`src/rtl/alarm_set_ctrl.sv`:
```
// Command generator for the HH:MM alarm digit registers: digit selection,
// wrap limits, 23-hour clamp, key auto-repeat and edit-mode timeout.
module alarm_set_ctrl #(
  parameter int CNT_W      = 29,
  parameter int REPEAT_DLY = 25_000_000,
  parameter int REPEAT_PER = 5_000_000,
  parameter int TIMEOUT    = 500_000_000
) (
  input  logic        sysclk,
  input  logic        rst_n,
  input  logic        key_set,
  input  logic        key_up,
  input  logic        key_down,
  input  logic [3:0]  dig_mu,
  input  logic [3:0]  dig_mt,
  input  logic [3:0]  dig_hu,
  input  logic [3:0]  dig_ht,
  output logic [3:0]  cmd_add,
  output logic [3:0]  cmd_sub,
  output logic [3:0]  cmd_clear,
  output logic [19:0] cmd_reset,
  output logic [3:0]  cmd_keep,
  output logic        edit_active,
  output logic [1:0]  edit_sel
);

  typedef enum logic [2:0] {IDLE, E_HT, E_HU, E_MT, E_MU} state_t;

  localparam logic [4:0] CODE_NONE = 5'b00001;
  localparam logic [4:0] CODE_9    = 5'b00010;
  localparam logic [4:0] CODE_5    = 5'b00100;
  localparam logic [4:0] CODE_3    = 5'b01000;
  localparam logic [4:0] CODE_2    = 5'b10000;

  localparam logic [CNT_W-1:0] DLY_C   = CNT_W'(REPEAT_DLY);
  localparam logic [CNT_W-1:0] PER_C   = CNT_W'(REPEAT_PER);
  localparam logic [CNT_W-1:0] TO_LAST = CNT_W'(TIMEOUT - 1);
  localparam logic [CNT_W-1:0] CNT_ONE = CNT_W'(1);

  state_t state, state_next;

  logic [2:0]       key_q, key_q2;
  logic [CNT_W-1:0] rep_cnt, to_cnt;
  logic             first_step;

  logic up_lvl, down_lvl, up_rise, down_rise, set_rise;
  logic held, press, repeat_hit, step_raw, step, inhibit;
  logic key_change, timeout_hit, ht_to_2;

  logic [1:0]  sel_idx, sel_d;
  logic [3:0]  add_d, sub_d, clear_d, keep_d;
  logic [19:0] reset_d;

  logic [3:0] dig   [4];
  logic [3:0] max_v [4];
  logic [4:0] code_v[4];

  assign dig[0] = dig_mu;
  assign dig[1] = dig_mt;
  assign dig[2] = dig_hu;
  assign dig[3] = dig_ht;

  // Hour units wrap at 3 only while the hour tens already reads 2
  assign max_v[0]  = 4'd9;
  assign max_v[1]  = 4'd5;
  assign max_v[2]  = (dig_ht == 4'd2) ? 4'd3 : 4'd9;
  assign max_v[3]  = 4'd2;
  assign code_v[0] = CODE_9;
  assign code_v[1] = CODE_5;
  assign code_v[2] = (dig_ht == 4'd2) ? CODE_3 : CODE_9;
  assign code_v[3] = CODE_2;

  assign up_lvl     = key_q[0];
  assign down_lvl   = key_q[1];
  assign up_rise    = key_q[0] & ~key_q2[0];
  assign down_rise  = key_q[1] & ~key_q2[1];
  assign set_rise   = key_q[2] & ~key_q2[2];
  assign held       = up_lvl ^ down_lvl;
  assign press      = (up_rise & ~down_lvl) | (down_rise & ~up_lvl);
  assign repeat_hit = held && (rep_cnt == (first_step ? DLY_C : PER_C));
  assign step_raw   = press | repeat_hit;
  // Any strobe still on the outputs means the digit feedback is stale
  assign inhibit    = ~&cmd_keep;
  assign step       = step_raw & ~inhibit & (state != IDLE);
  assign key_change = |(key_q ^ key_q2);
  assign timeout_hit = (state != IDLE) && (to_cnt == TO_LAST) && !key_change && !step_raw;
  assign ht_to_2    = up_lvl ? (dig_ht == 4'd1) : ((dig_ht == 4'd0) || (dig_ht > 4'd2));

  always_ff @(posedge sysclk) begin
    if (!rst_n) begin
      key_q  <= '0;
      key_q2 <= '0;
    end else begin
      key_q  <= {key_set, key_down, key_up};
      key_q2 <= key_q;
    end
  end

  always_ff @(posedge sysclk) begin
    if (!rst_n) begin
      rep_cnt    <= '0;
      first_step <= 1'b1;
      to_cnt     <= '0;
    end else begin
      if (!held) begin
        rep_cnt    <= '0;
        first_step <= 1'b1;
      end else if (press) begin
        rep_cnt    <= CNT_ONE;
        first_step <= 1'b1;
      end else if (repeat_hit) begin
        rep_cnt    <= CNT_ONE;
        first_step <= 1'b0;
      end else begin
        rep_cnt <= rep_cnt + CNT_ONE;
      end
      if (state == IDLE || key_change || step_raw) to_cnt <= '0;
      else                                         to_cnt <= to_cnt + CNT_ONE;
    end
  end

  always_ff @(posedge sysclk) begin
    if (!rst_n) begin
      state       <= IDLE;
      cmd_add     <= '0;
      cmd_sub     <= '0;
      cmd_clear   <= '0;
      cmd_reset   <= {4{CODE_NONE}};
      cmd_keep    <= 4'hF;
      edit_active <= 1'b0;
      edit_sel    <= 2'd3;
    end else begin
      state       <= state_next;
      cmd_add     <= add_d;
      cmd_sub     <= sub_d;
      cmd_clear   <= clear_d;
      cmd_reset   <= reset_d;
      cmd_keep    <= keep_d;
      edit_active <= (state_next != IDLE);
      edit_sel    <= sel_d;
    end
  end

  always_comb begin
    state_next = state;
    if (set_rise) begin
      case (state)
        IDLE:    state_next = E_HT;
        E_HT:    state_next = E_HU;
        E_HU:    state_next = E_MT;
        E_MT:    state_next = E_MU;
        default: state_next = IDLE;
      endcase
    end else if (timeout_hit) begin
      state_next = IDLE;
    end
  end

  always_comb begin
    case (state)
      E_HT:    sel_idx = 2'd3;
      E_HU:    sel_idx = 2'd2;
      E_MT:    sel_idx = 2'd1;
      E_MU:    sel_idx = 2'd0;
      default: sel_idx = edit_sel;
    endcase
    case (state_next)
      E_HT:    sel_d = 2'd3;
      E_HU:    sel_d = 2'd2;
      E_MT:    sel_d = 2'd1;
      E_MU:    sel_d = 2'd0;
      default: sel_d = edit_sel;
    endcase

    add_d   = '0;
    sub_d   = '0;
    clear_d = '0;
    reset_d = {4{CODE_NONE}};
    keep_d  = '1;
    for (int i = 0; i < 4; i++) begin
      if (step && sel_idx == 2'(i)) begin
        if (up_lvl) begin
          if (dig[i] >= max_v[i]) clear_d[i] = 1'b1;
          else                    add_d[i]   = 1'b1;
        end else if (dig[i] == 4'd0 || dig[i] > max_v[i]) begin
          reset_d[5*i +: 5] = code_v[i];
        end else begin
          sub_d[i] = 1'b1;
        end
      end
    end
    // Landing hour tens on 2 with hour units above 3 would give an invalid hour
    if (step && sel_idx == 2'd3 && ht_to_2 && dig_hu > 4'd3) reset_d[14:10] = CODE_3;
    for (int i = 0; i < 4; i++)
      keep_d[i] = ~(add_d[i] | sub_d[i] | clear_d[i] | (reset_d[5*i +: 5] != CODE_NONE));
  end

endmodule

```
`config.mk`:
```
export PLATFORM = sky130hd
export DESIGN_NAME = alarm_set_ctrl
export DESIGN_NICKNAME = d
export VERILOG_FILES = /design/src/rtl/alarm_set_ctrl.sv
export SDC_FILE = /design/constraint.sdc
export NUM_CORES = 1
export LEC_CHECK = 0
export BUFFER_PORTS_ARGS = -buffer_cell sky130_fd_sc_hd__clkbuf_2
export CAP_MARGIN = 20
export CORE_UTILIZATION = 50
export CTS_CLUSTER_SIZE = 25
export DETAILED_ROUTE_END_ITERATION = 16
export PLACE_DENSITY_LB_ADDON = 0.05
export REMOVE_ABC_BUFFERS = 1
export SLEW_MARGIN = 20
export SYNTH_ARGS = -nofsm -noshare
export SYNTH_HDL_FRONTEND = slang
export SYNTH_SLANG_ARGS = --single-unit
```
`constraint.sdc`:
```
create_clock -name sysclk -period 5.8 [get_ports sysclk]
set_input_delay 1.45 -clock sysclk [delete_from_list [all_inputs] [get_ports sysclk]]
set_output_delay 1.45 -clock sysclk [all_outputs]
set_load 0.01 [all_outputs]
```
# ---- Yosys cells after proc, flatten, opt, wreduce, memory -nomap -nowiden
# Index checks and enable logic that the tools add are counted.
dict set report totals {
  reg_bits 107
  latchBits 0
  ram_bits 0
  rom_bits 0
  inputBits 21
  out_inout_bits 39
  word_cells 171
  memories 0
}
dict set report op_classes {
  add_sub_neg 2
  multipliers 0
  n_div 0
  magnitude_cmp 9
  eq_ne 19
  shift 0
  mux 60
  bitwise 34
  n_reduce_logical 33
}
# cell n
set op_table {}
lappend op_table {{29-bit by 1-bit adder with 29-bit output, second input constant} 2}
lappend op_table {{1-bit 2-to-1 mux} 39}
lappend op_table {{29-bit by 25-bit == test with 1-bit output} 1}
lappend op_table {{29-bit == test, second input constant} 1}
lappend op_table {{25-bit 2-to-1 mux} 1}
lappend op_table {{4-bit 2-to-1 mux} 5}
lappend op_table {{5-bit 2-to-1 mux} 4}
lappend op_table {{5-bit by 1-bit inequality test with 1-bit output, second input constant} 4}
lappend op_table {{4-bit zero test} 4}
lappend op_table {{2-bit case mux with 4 select lines} 2}
lappend op_table {{3-bit 2-to-1 mux} 5}
lappend op_table {{1-bit bitwise OR} 14}
lappend op_table {{3-bit by 2-bit == test with 1-bit output, second input constant} 4}
lappend op_table {{3-bit case mux with 4 select lines} 1}
lappend op_table {{1-bit inverter} 11}
lappend op_table {{1-bit logical AND} 10}
lappend op_table {{4-bit by 2-bit > comparator with 1-bit output, second input constant} 2}
lappend op_table {{1-bit AND} 7}
lappend op_table {{3-bit by 1-bit == test with 1-bit output, second input constant} 2}
lappend op_table {{3-bit == test, second input constant} 2}
lappend op_table {{1-bit logical OR} 6}
lappend op_table {{2-bit 2-to-1 mux} 3}
lappend op_table {{3-bit nonzero test} 2}
lappend op_table {{3-bit OR reduction} 2}
lappend op_table {{21 further kinds} 23}

# ---- Depth between registers and ports, before layout
# Gate-level depths: netlist of run 1.
dict set report logic_depth {
  word_depth 14
  depth_mapped 10
  depth_no_buf 8
}

# ---- Least setup slack after synthesis of run 1
# Ideal clock, no wire load.
dict set report synth_timing {
  path_kind {input to register}
  from {input port dig_ht[0]}
  to {register cmd_reset[10]}
  setup_time_ns 0.114
  arrival_time_ns 2.987
  required_ns 5.686
  setup_slack_ns 2.699
  stages 8
  n_path_buf 0
  cell_sequence {nor4b_1 > inv_1 > ha_1 > nand3_1 > a21oi_1 > o21ai_0 > nand3_1 > a21o_1}
}
dict set report synth_via {
  elab_chain_len 8
  elab_cells_between_ends 15
  classes_between {order compare: 2; eq/ne: 2; mux: 6; reduce/logical: 5}
}
# item line
set synth_rtl {}
lappend synth_rtl {{start, declared} 17} ;# input logic [3:0] dig_ht,
lappend synth_rtl {{4-bit by 2-bit == test with 1-bit output} 66} ;# assign max_v[2] = (dig_ht == 4'd2) ? 4'd3 : 4'd9;
lappend synth_rtl {{4-bit 2-to-1 mux} 66}
lappend synth_rtl {{4-bit > comparator} 185} ;# end else if (dig[i] == 4'd0 || dig[i] > max_v[i]) begin
lappend synth_rtl {{1-bit logical OR} 185}
lappend synth_rtl {{4-bit 2-to-1 mux} 185}
lappend synth_rtl {{4-bit 2-to-1 mux} 182} ;# if (up_lvl) begin
lappend synth_rtl {{4-bit 2-to-1 mux} 181} ;# if (step && sel_idx == 2'(i)) begin
lappend synth_rtl {{5-bit 2-to-1 mux *} 193} ;# if (step && sel_idx == 2'd3 && ht_to_2 && dig_hu > 4'd3) reset_d[14:10] = CODE_3;
lappend synth_rtl {{end signal, assigned} 128} ;# cmd_reset <= {4{CODE_NONE}};
lappend synth_rtl {{end signal, assigned} 137} ;# cmd_reset <= reset_d;
lappend synth_rtl {{end, declared} 21} ;# output logic [19:0] cmd_reset,
# Every way passes the cells marked *; elsewhere a longest branch is shown, timed or not.
# A chain may end at the register's enable or synchronous reset.

# ---- Final worst setup path of run 1
# Ends and elaborated chain as after synthesis.

==> qor.yml, run 1 <==
placement:
  dp.final_hpwl_mm: 6.13
  place_area_sq_um: 4740
  io_buffers: 48
  dp.cells: 655
  gp_congestion: 0.791
  dp_slack_ns: 2.25
clocking:
  clock_sinks: 96
  clk_pin_slew_ns: 0.09
  clock_latency_ns: 0.35
  hold_buffers: 0
  post_cts_buffers: 0
  cts-htree-levels: 3
  clock_path_buffers: 2
  cts_tree: "yes"
  cts_resized: 0
  cts_root_buf: "clkbuf_8"
  cts_buffers: 9
global_routing:
  grt.overflow.total: 0
  grt_pass1_wl_mm: 15.5
  grt_pass1_vias: 3435
  grtUsageTotal_pct: 19.6
  antenna_found_initial: 0
  grt_max_degree: 30
synthesis:
  synthDistinctLibCells: 47
  synth_top_area_share_pct: 42.7
  synth-async-reset-ratio_pct: 0
  synth_edf_count: 0
  synthTopCellsByArea: "dfxtp_1 (43%), nor2_1 (6.8%), xnor2_1 (6.2%)"
  synthCells: 518
  synth.yosys.seq_area_share_pct: 42.7
  synth_seq_cells: 96
  syn_area_per_cell_sq_um: 8.70
  syn_area_sq_um: 4500
  yosysTopAreaCell: "dfxtp_1"
  ys_warn_count: 0
  ys.flop_type: "dfxtp_1"
drt:
  wl_mm: 8.77
  dr_total_vias: 3614
  drtAntennaViolNets: 0
  drc: 0
  wl_per_cell_um: 13.1
  drtPass1Iterations: 4
  drt_iter0_markers: 159
  viasPerCell: 5.38
sta:
  period_share_pct: 55.6
  drv_slew: 0
  rsz0062_at_grt: "false"
  tightest_slew_ns: 0.970
  relSlewSlack_pct: 35.3
  setup_tns_ns: 0
  setup_ws_ns: 2.58
  hold_violations: 0
  setup_viol: 0
  skew_ns: 0.0104
  finalCriticalPeriod_ns: 3.22
  max_freq_mhz: 310
hold_path:
  hp-class: "reg -> reg"
  hold_start: "to_cnt[0]"
setup_path:
  startpoint_type: "input port"
  worstPathMaxFanout: 4
  arrival_ns: 3.47
  critPathKind: "in -> reg"
  r2r-start: "rep_cnt[0]"
  startpoint: "dig_ht[0]"
  cp_data_required_time_ns: 6.05
  critPathCaptureType: "register"
job:
  max-cap-violations: 0
pwr:
  powerDensity_nw_per_um2: 237
  power_uw: 1170
  p_leak_uw: 0.00175
  irDropWorstVdd_mv: 0.120
cells_and_area:
  antennaDiodeCount: 0
  mostFrequentLayoutCell: "dfxtp_1"
  stdcell_area_sq_um: 4950
  area_growth_pct: 9.81
  most-common-layout-cells: "dfxtp_1 (96), nor2_1 (81), clkbuf_2 (48), xnor2_1 (32)"
  drive_gt1_share_pct: 12.8
  nets: 588
  finalNonFillerCells: 672
floorplanning:
  coreArea_sq_um: 8720
  die_h_um: 96.9
  initial_core_util_pct: 51.6
  fp.dieW_um: 96.9
  io_pins: 60
  dieArea_sq_um: 9390
  num_rows: 34
status:
  outcome: "complete, no violations"
[logic make-up (layout without fill, tap and decap cells)]
| kind of cell | count (synthesis) | in the layout | synth area share (%) |
|---|---|---|---|
| simple gates | 266 | 266 | 32.4 |
| flops | 96 | 96 | 42.7 |
| xor+xnor | 57 | 57 | 11.1 |
| buf+inv | 50 | 86 | 5.69 |
| compound gates | 40 | 40 | 5.83 |
| fa+ha+maj | 8 | 8 | 2.22 |
| other cells | 1 | 11 | 0.0833 |
[power breakdown]
part / switching (uW) / internal, uW / total, uW
Combinational: 44.3 / 26.4 / 70.7
Sequential: 7.01 / 664 / 671
Clock: 231 / 199 / 430
Total: 282 / 890 / 1170
[flip-flops by register name, summed over array words and instances, names as in the netlist]
name	flops
cmd_sub	4
edit_active	1
cmd_clear	4
rep_cnt	29
cmd_reset	9
key_q2	3
cmd_add	4
to_cnt	29
cmd_keep	4
edit_sel	2
state	3
first_step	1
key_q	3
[path summary, 6_finish.rpt]
kind                    to  slack [ns]  depth (start not counted)
max          cmd_reset[10]        2.58                          9
min              to_cnt[0]        0.46                          1
max reg2reg   cmd_reset[5]        3.03                          7
min reg2reg      to_cnt[0]        0.46                          1
[final cells by class]
cell class,instances,area (sq um)
Fill cell,827,3770
Multi-Input combinational cell,382,2360
Sequential cell,96,1920
Timing Repair Buffer,49,251
Tap cell,108,135
Clock buffer,9,124
Inverter,21,78.8
Clock inverter,7,71.3
[metrics by stage]
stage                     hold slack, ns  util [%]
after floorplan                    0.430         -
after global placement             0.443      54.3
after detailed placement           0.450      54.3
after CTS                          0.472      56.6
after global routing               0.504      56.7
final                              0.464      56.7
[Yosys cell counts (4+ instances only)]
master and n:
a21oi_1 7, and2_1 10, and3_1 4, and4_1 7, buf_2 10, buf_4 13
clkbuf_1 5, dfxtp_1 96, ha_1 8, inv_1 21, nand2_1 29, nand3_1 29
nand4_1 22, nor2_1 81, nor2b_1 7, nor3_1 13, nor4_1 20, nor4b_1 13
o21ai_0 13, or3_1 9, or4b_1 6, xnor2_1 32, xor2_1 25
[metal layers]
metal / vias to the layer above / track usage (%) / part of all wire (%)
li1: 1871 / - / -
met1: 1678 / 25.6 / 49
met2: 59 / 31.9 / 47
met3: 6 / 5.35 / 3.0
met4: 0 / 5.51 / 0.85
met5: - / 0 / 0
[critical path, stage by stage]
cell	delay [ns]
clkbuf_2	0.11
nor4b_1	0.60
inv_1	0.14
ha_1	0.33
nand3_1	0.10
a21oi_1	0.07
o21ai_0	0.37
nand3_1	0.12
a21o_1	0.18
Note: power is estimated with default switching activity, not from simulation.
==> inputs of run 2 (changes only) <==
- clock period: 5.8 -> 3.3 ns (I/O delays scaled with it)
==> run 2 against run 1 <==
Net effect:
- count of clock-buffer cells in the layout grew 1
- sequential power rose by 76%
- hold slack is essentially flat
- critical path depth stayed put
- clock skew up 0.0028 ns
- cell count is 0.15% higher
- global-route usage increased by 0.40 points
- utilization fell by 0.26 points
- critical endpoint unchanged
==> qor.yml, run 2 (synthesis results as in run 1) <==
status:
  outcome: "complete, no violations"
sta:
  setup_tns_ns: 0
  rsz0062_at_grt: "false"
  drv_slew: 0
  tightest_slew_ns: 0.909
  relSlewSlack_pct: 39.4
  hold_violations: 0
  period_share_pct: 78.0
  max_freq_mhz: 389
  setup_viol: 0
  finalCriticalPeriod_ns: 2.57
  skew_ns: 0.0132
floorplanning:
  dieArea_sq_um: 9390
  initial_core_util_pct: 51.6
  io_pins: 60
  num_rows: 34
  die_h_um: 96.9
  coreArea_sq_um: 8720
  fp.dieW_um: 96.9
pwr:
  switching_share_pct: 24.7
  irDropWorstVdd_mv: 0.237
  combPwrFrac_pct: 6.3
  p_int_uw: 1480
  seq_power_share_pct: 59.8
  pwr-share-clk_pct: 33.9
  p_leak_uw: 0.00174
  power.switching_uw: 486
  powerDensity_nw_per_um2: 400
cells_and_area:
  mostFrequentLayoutCell: "dfxtp_1"
  finalNonFillerCells: 673
  nets: 590
  area_growth_pct: 9.31
  fin_util_pct: 56.5
  most-common-layout-cells: "dfxtp_1 (96), nor2_1 (81), clkbuf_2 (48), xnor2_1 (32)"
  top_regs: "rep_cnt x29, to_cnt x29, cmd_reset x9"
  drive_gt1_share_pct: 12.7
  antennaDiodeCount: 0
  fillers: 835
placement:
  dp.cells: 658
  dp.final_hpwl_mm: 6.19
  io_buffers: 48
  gp_congestion: 0.799
setup_path:
  r2r_cells: 8
  crit_buf_inv: 2
  crit_chain: "clkbuf_2, nor4b_1, inv_1, ha_1, nand3_1, a21oi_1, o21ai_0, nand3_1, a21o_1"
  cp_top_family: "simple AND/OR/NAND/NOR gates"
  arrival_ns: 2.83
  critPathMostFrequentCell: "nand3_1"
  path_depth: 9
  r2r-start: "rep_cnt[0]"
  cp_data_required_time_ns: 3.56
  worstPathMaxFanout: 4
  startpoint: "dig_ht[0]"
  critical_path.max_stage_delay_ns: 0.56
  rr_endpoint: "cmd_reset[5]"
  crit_path_end: "cmd_reset[10]"
  critPathCaptureType: "register"
  startpoint_type: "input port"
  crit_slowest_cell: "nor4b_1"
  r2r_slack_ns: 0.94
  critPathKind: "in -> reg"
global_routing:
  grtUsageTotal_pct: 20.0
  grt_max_degree: 30
  grt_pass1_wl_mm: 15.5
  grt_pass1_vias: 3380
  grt.overflow.total: 0
  antenna_found_initial: 0
clocking:
  cts_tree: "yes"
  clk_pin_slew_ns: 0.09
  cts-htree-levels: 3
  cts_resized: 0
  clock_path_buffers: 2
  cts_buffers: 9
  post_cts_buffers: 0
  hold_buffers: 0
  clock_latency_ns: 0.36
  clock_sinks: 96
  cts_root_buf: "clkbuf_8"
drt:
  wl_per_cell_um: 12.9
  drc: 0
  wl_mm: 8.71
  drtAntennaViolNets: 0
  viasPerCell: 5.34
  dr_total_vias: 3597
  drtPass1Iterations: 4
  drt_iter0_markers: 151
job:
  max-cap-violations: 0
hold_path:
  hp-class: "reg -> reg"
## run 2: changes by cell type in the layout (fill, tap and decap cells not counted), sizes merged
cell	delta
clkinvlp	-1
buf	+2
clkbuf	+1
bufinv	-1
## run 2: worst min-delay path by stage
stage	end	depth (start not counted)	start
after floorplan	to_cnt[0]	1	to_cnt[0]
after global placement	to_cnt[0]	1	to_cnt[0]
after detailed placement	to_cnt[0]	1	to_cnt[0]
after CTS	to_cnt[0]	1	to_cnt[0]
after global routing	to_cnt[0]	1	to_cnt[0]
final	to_cnt[0]	1	to_cnt[0]
## run 2: final cells by class
type	instances	area, sq um	share of cell area (%)
sequential	96	1920	39.0
clock inverter	5	33.8	0.686
clock buffer	10	128	2.59
multi-input combinational	382	2360	48.0
timing repair buffer	51	263	5.34
inverter	21	78.8	1.60
tap	108	135	2.74
## run 2: per-stage QoR
stage	total power, uW	hold WS (ns)	worst slack (ns)	cell area, sq um
2_1_floorplan	1280	0.430	0.824	4360
3_3_place_gp	1330	0.442	0.453	4760
3_5_place_dp	1330	0.450	0.355	4760
4_1_cts	2000	0.471	0.757	4920
5_1_grt	2060	0.509	0.325	4920
6_report	1970	0.464	0.727	4920
## run 2: layer usage
layer	vias up	GRT usage (%)	part of all wire [%]
met5	-	0	0
met4	0	6.20	1.4
met3	10	5.35	3.0
met2	47	32.8	47
met1	1668	25.7	48
li1	1872	-	-
## run 2: power by group through the flow
stage | sequential [uW] | clock, uW | combinational (uW)
3_3_place_gp | 1210 | 0 | 121
5_1_grt | 1180 | 739 | 142
4_1_cts | 1180 | 700 | 125
6_report | 1180 | 667 | 124
3_5_place_dp | 1210 | 0 | 124
2_1_floorplan | 1200 | 0 | 78.4
==> inputs of run 3 (changes only) <==
- clock period: 3.3 -> 2.5 ns (I/O delays scaled with it)
==> run 3 against run 2 <==
Net effect:
- design area up 1.8%
- clock skew up 0.0055 ns
- critical path depth up 1
- sequential power up 32%
- via count up 1.7%
- sequential share of layout area down 0.67 points
- setup slack worse by 0.43 ns
- first-iteration DRC count down 9.9%
- largest cell class unchanged
==> qor.yml, run 3 (synthesis results as in run 1) <==
floorplanning:
  io_pins: 60
  num_rows: 34
  dieArea_sq_um: 9390
  initial_core_util_pct: 51.6
  fp.dieW_um: 96.9
  coreArea_sq_um: 8720
  die_h_um: 96.9
sta:
  skew_ns: 0.0187
  drv_slew: 0
  hold_violations: 0
  relSlewSlack_pct: 61.1
  period_share_pct: 88.1
  finalCriticalPeriod_ns: 2.20
  setup_ws_ns: 0.297
  tightest_slew_ns: 0.578
  rsz0062_at_grt: "false"
  setup_viol: 0
  max_freq_mhz: 454
drt:
  dr_total_vias: 3658
  drtAntennaViolNets: 0
  drt_iter0_markers: 136
  drc: 0
  wl_mm: 8.90
  drtPass1Iterations: 6
  wl_per_cell_um: 13.1
  viasPerCell: 5.37
placement:
  dp_slack_ns: -0.0439
  dp.final_hpwl_mm: 6.32
  gp_congestion: 0.793
  dp.cells: 668
  io_buffers: 48
global_routing:
  grt_use_met2_pct: 34.8
  grt.busiest_layer: "met2"
  grt_util_met3_pct: 4.19
  grtUsageTotal_pct: 20.5
  grt_pass1_vias: 3507
  grt.overflow.total: 0
  met1_usage_pct: 25.9
  grt_max_degree: 30
  antenna_found_initial: 0
  grt_pass1_wl_mm: 16.1
clocking:
  cts_buffers: 9
  cts_resized: 0
  clk_pin_slew_ns: 0.08
  clock_latency_ns: 0.36
  cts_root_buf: "clkbuf_8"
  cts-htree-levels: 3
  hold_buffers: 0
  post_cts_buffers: 0
  cts_tree: "yes"
  clock_path_buffers: 2
  clock_sinks: 96
cells_and_area:
  area_growth_pct: 11.2
  nets: 600
  drive_gt1_share_pct: 14.1
  finalNonFillerCells: 681
  antennaDiodeCount: 0
  most-common-layout-cells: "dfxtp_1 (96), nor2_1 (81), clkbuf_2 (48), xnor2_1 (32)"
  top_regs: "rep_cnt x29, to_cnt x29, cmd_reset x9"
  mostFrequentLayoutCell: "dfxtp_1"
  fillers: 850
pwr:
  switching_share_pct: 23.2
  power_uw: 2670
  pwr-share-clk_pct: 35.4
  p_leak_uw: 0.00180
  powerDensity_nw_per_um2: 533
  p_int_uw: 2050
  irDropWorstVdd_mv: 0.247
  seq_power_share_pct: 58.2
  power.switching_uw: 619
  combPwrFrac_pct: 6.4
setup_path:
  critPathCaptureType: "register"
  startpoint_type: "input port"
  worstPathMaxFanout: 4
  r2r-start: "rep_cnt[10]"
  startpoint: "dig_ht[0]"
  arrival_ns: 2.46
  cp_data_required_time_ns: 2.76
  critPathKind: "in -> reg"
status:
  outcome: "complete, no violations"
hold_path:
  hold_start: "to_cnt[0]"
  hp-class: "reg -> reg"
job:
  max-cap-violations: 0
-- run 3: path summary, 6_finish.rpt --
kind,to,slack [ns],cells past startpoint
worst max-delay path,cmd_reset[10],0.30,10
worst min-delay path,to_cnt[0],0.47,1
worst max register to register,cmd_reset[15],0.35,5
worst min register to register,to_cnt[0],0.47,1
-- run 3: power groups by stage --
| stage | combinational [uW] | sequential (uW) | clock (uW) |
|---|---|---|---|
| finish | 171 | 1560 | 945 |
| global route | 194 | 1560 | 1060 |
| CTS | 172 | 1560 | 992 |
| detailed placement | 170 | 1590 | 0 |
| global placement | 167 | 1590 | 0 |
| floorplan | 103 | 1590 | 0 |
-- run 3: per-stage QoR --
step | utilization [%] | hold WS (ns) | setup TNS, ns | area, sq um
finish | 57.4 | 0.465 | 0 | 5010
CTS | 57.4 | 0.462 | 0 | 5010
detailed placement | 55.5 | 0.453 | -0.0590 | 4840
global route | 57.4 | 0.474 | 0 | 5010
global placement | 55.5 | 0.442 | 0 | 4840
floorplan | - | 0.430 | 0 | 4360
-- run 3: cell type report --
| class | instances | area [sq um] | share of cell area (%) |
|---|---|---|---|
| Tap cell | 108 | 135 | 2.70 |
| Timing Repair Buffer | 61 | 338 | 6.74 |
| Multi-Input combinational cell | 382 | 2360 | 47.2 |
| Clock buffer | 9 | 124 | 2.47 |
| Inverter | 21 | 78.8 | 1.57 |
| Clock inverter | 4 | 48.8 | 0.974 |
| Sequential cell | 96 | 1920 | 38.4 |
-- run 3: metal layers --
metal,up-vias,wire [um]
met2,60,4270
met5,-,0
met1,1700,4270
met4,0,94
met3,10,273
li1,1888,-
-- run 3: critical path: stages --
cell	delay, ns
clkbuf_2	0.09
nor4b_1	0.34
buf_4	0.18
inv_1	0.05
ha_1	0.29
nand3_1	0.09
a21oi_1	0.06
o21ai_0	0.41
nand3_1	0.13
a21o_1	0.18
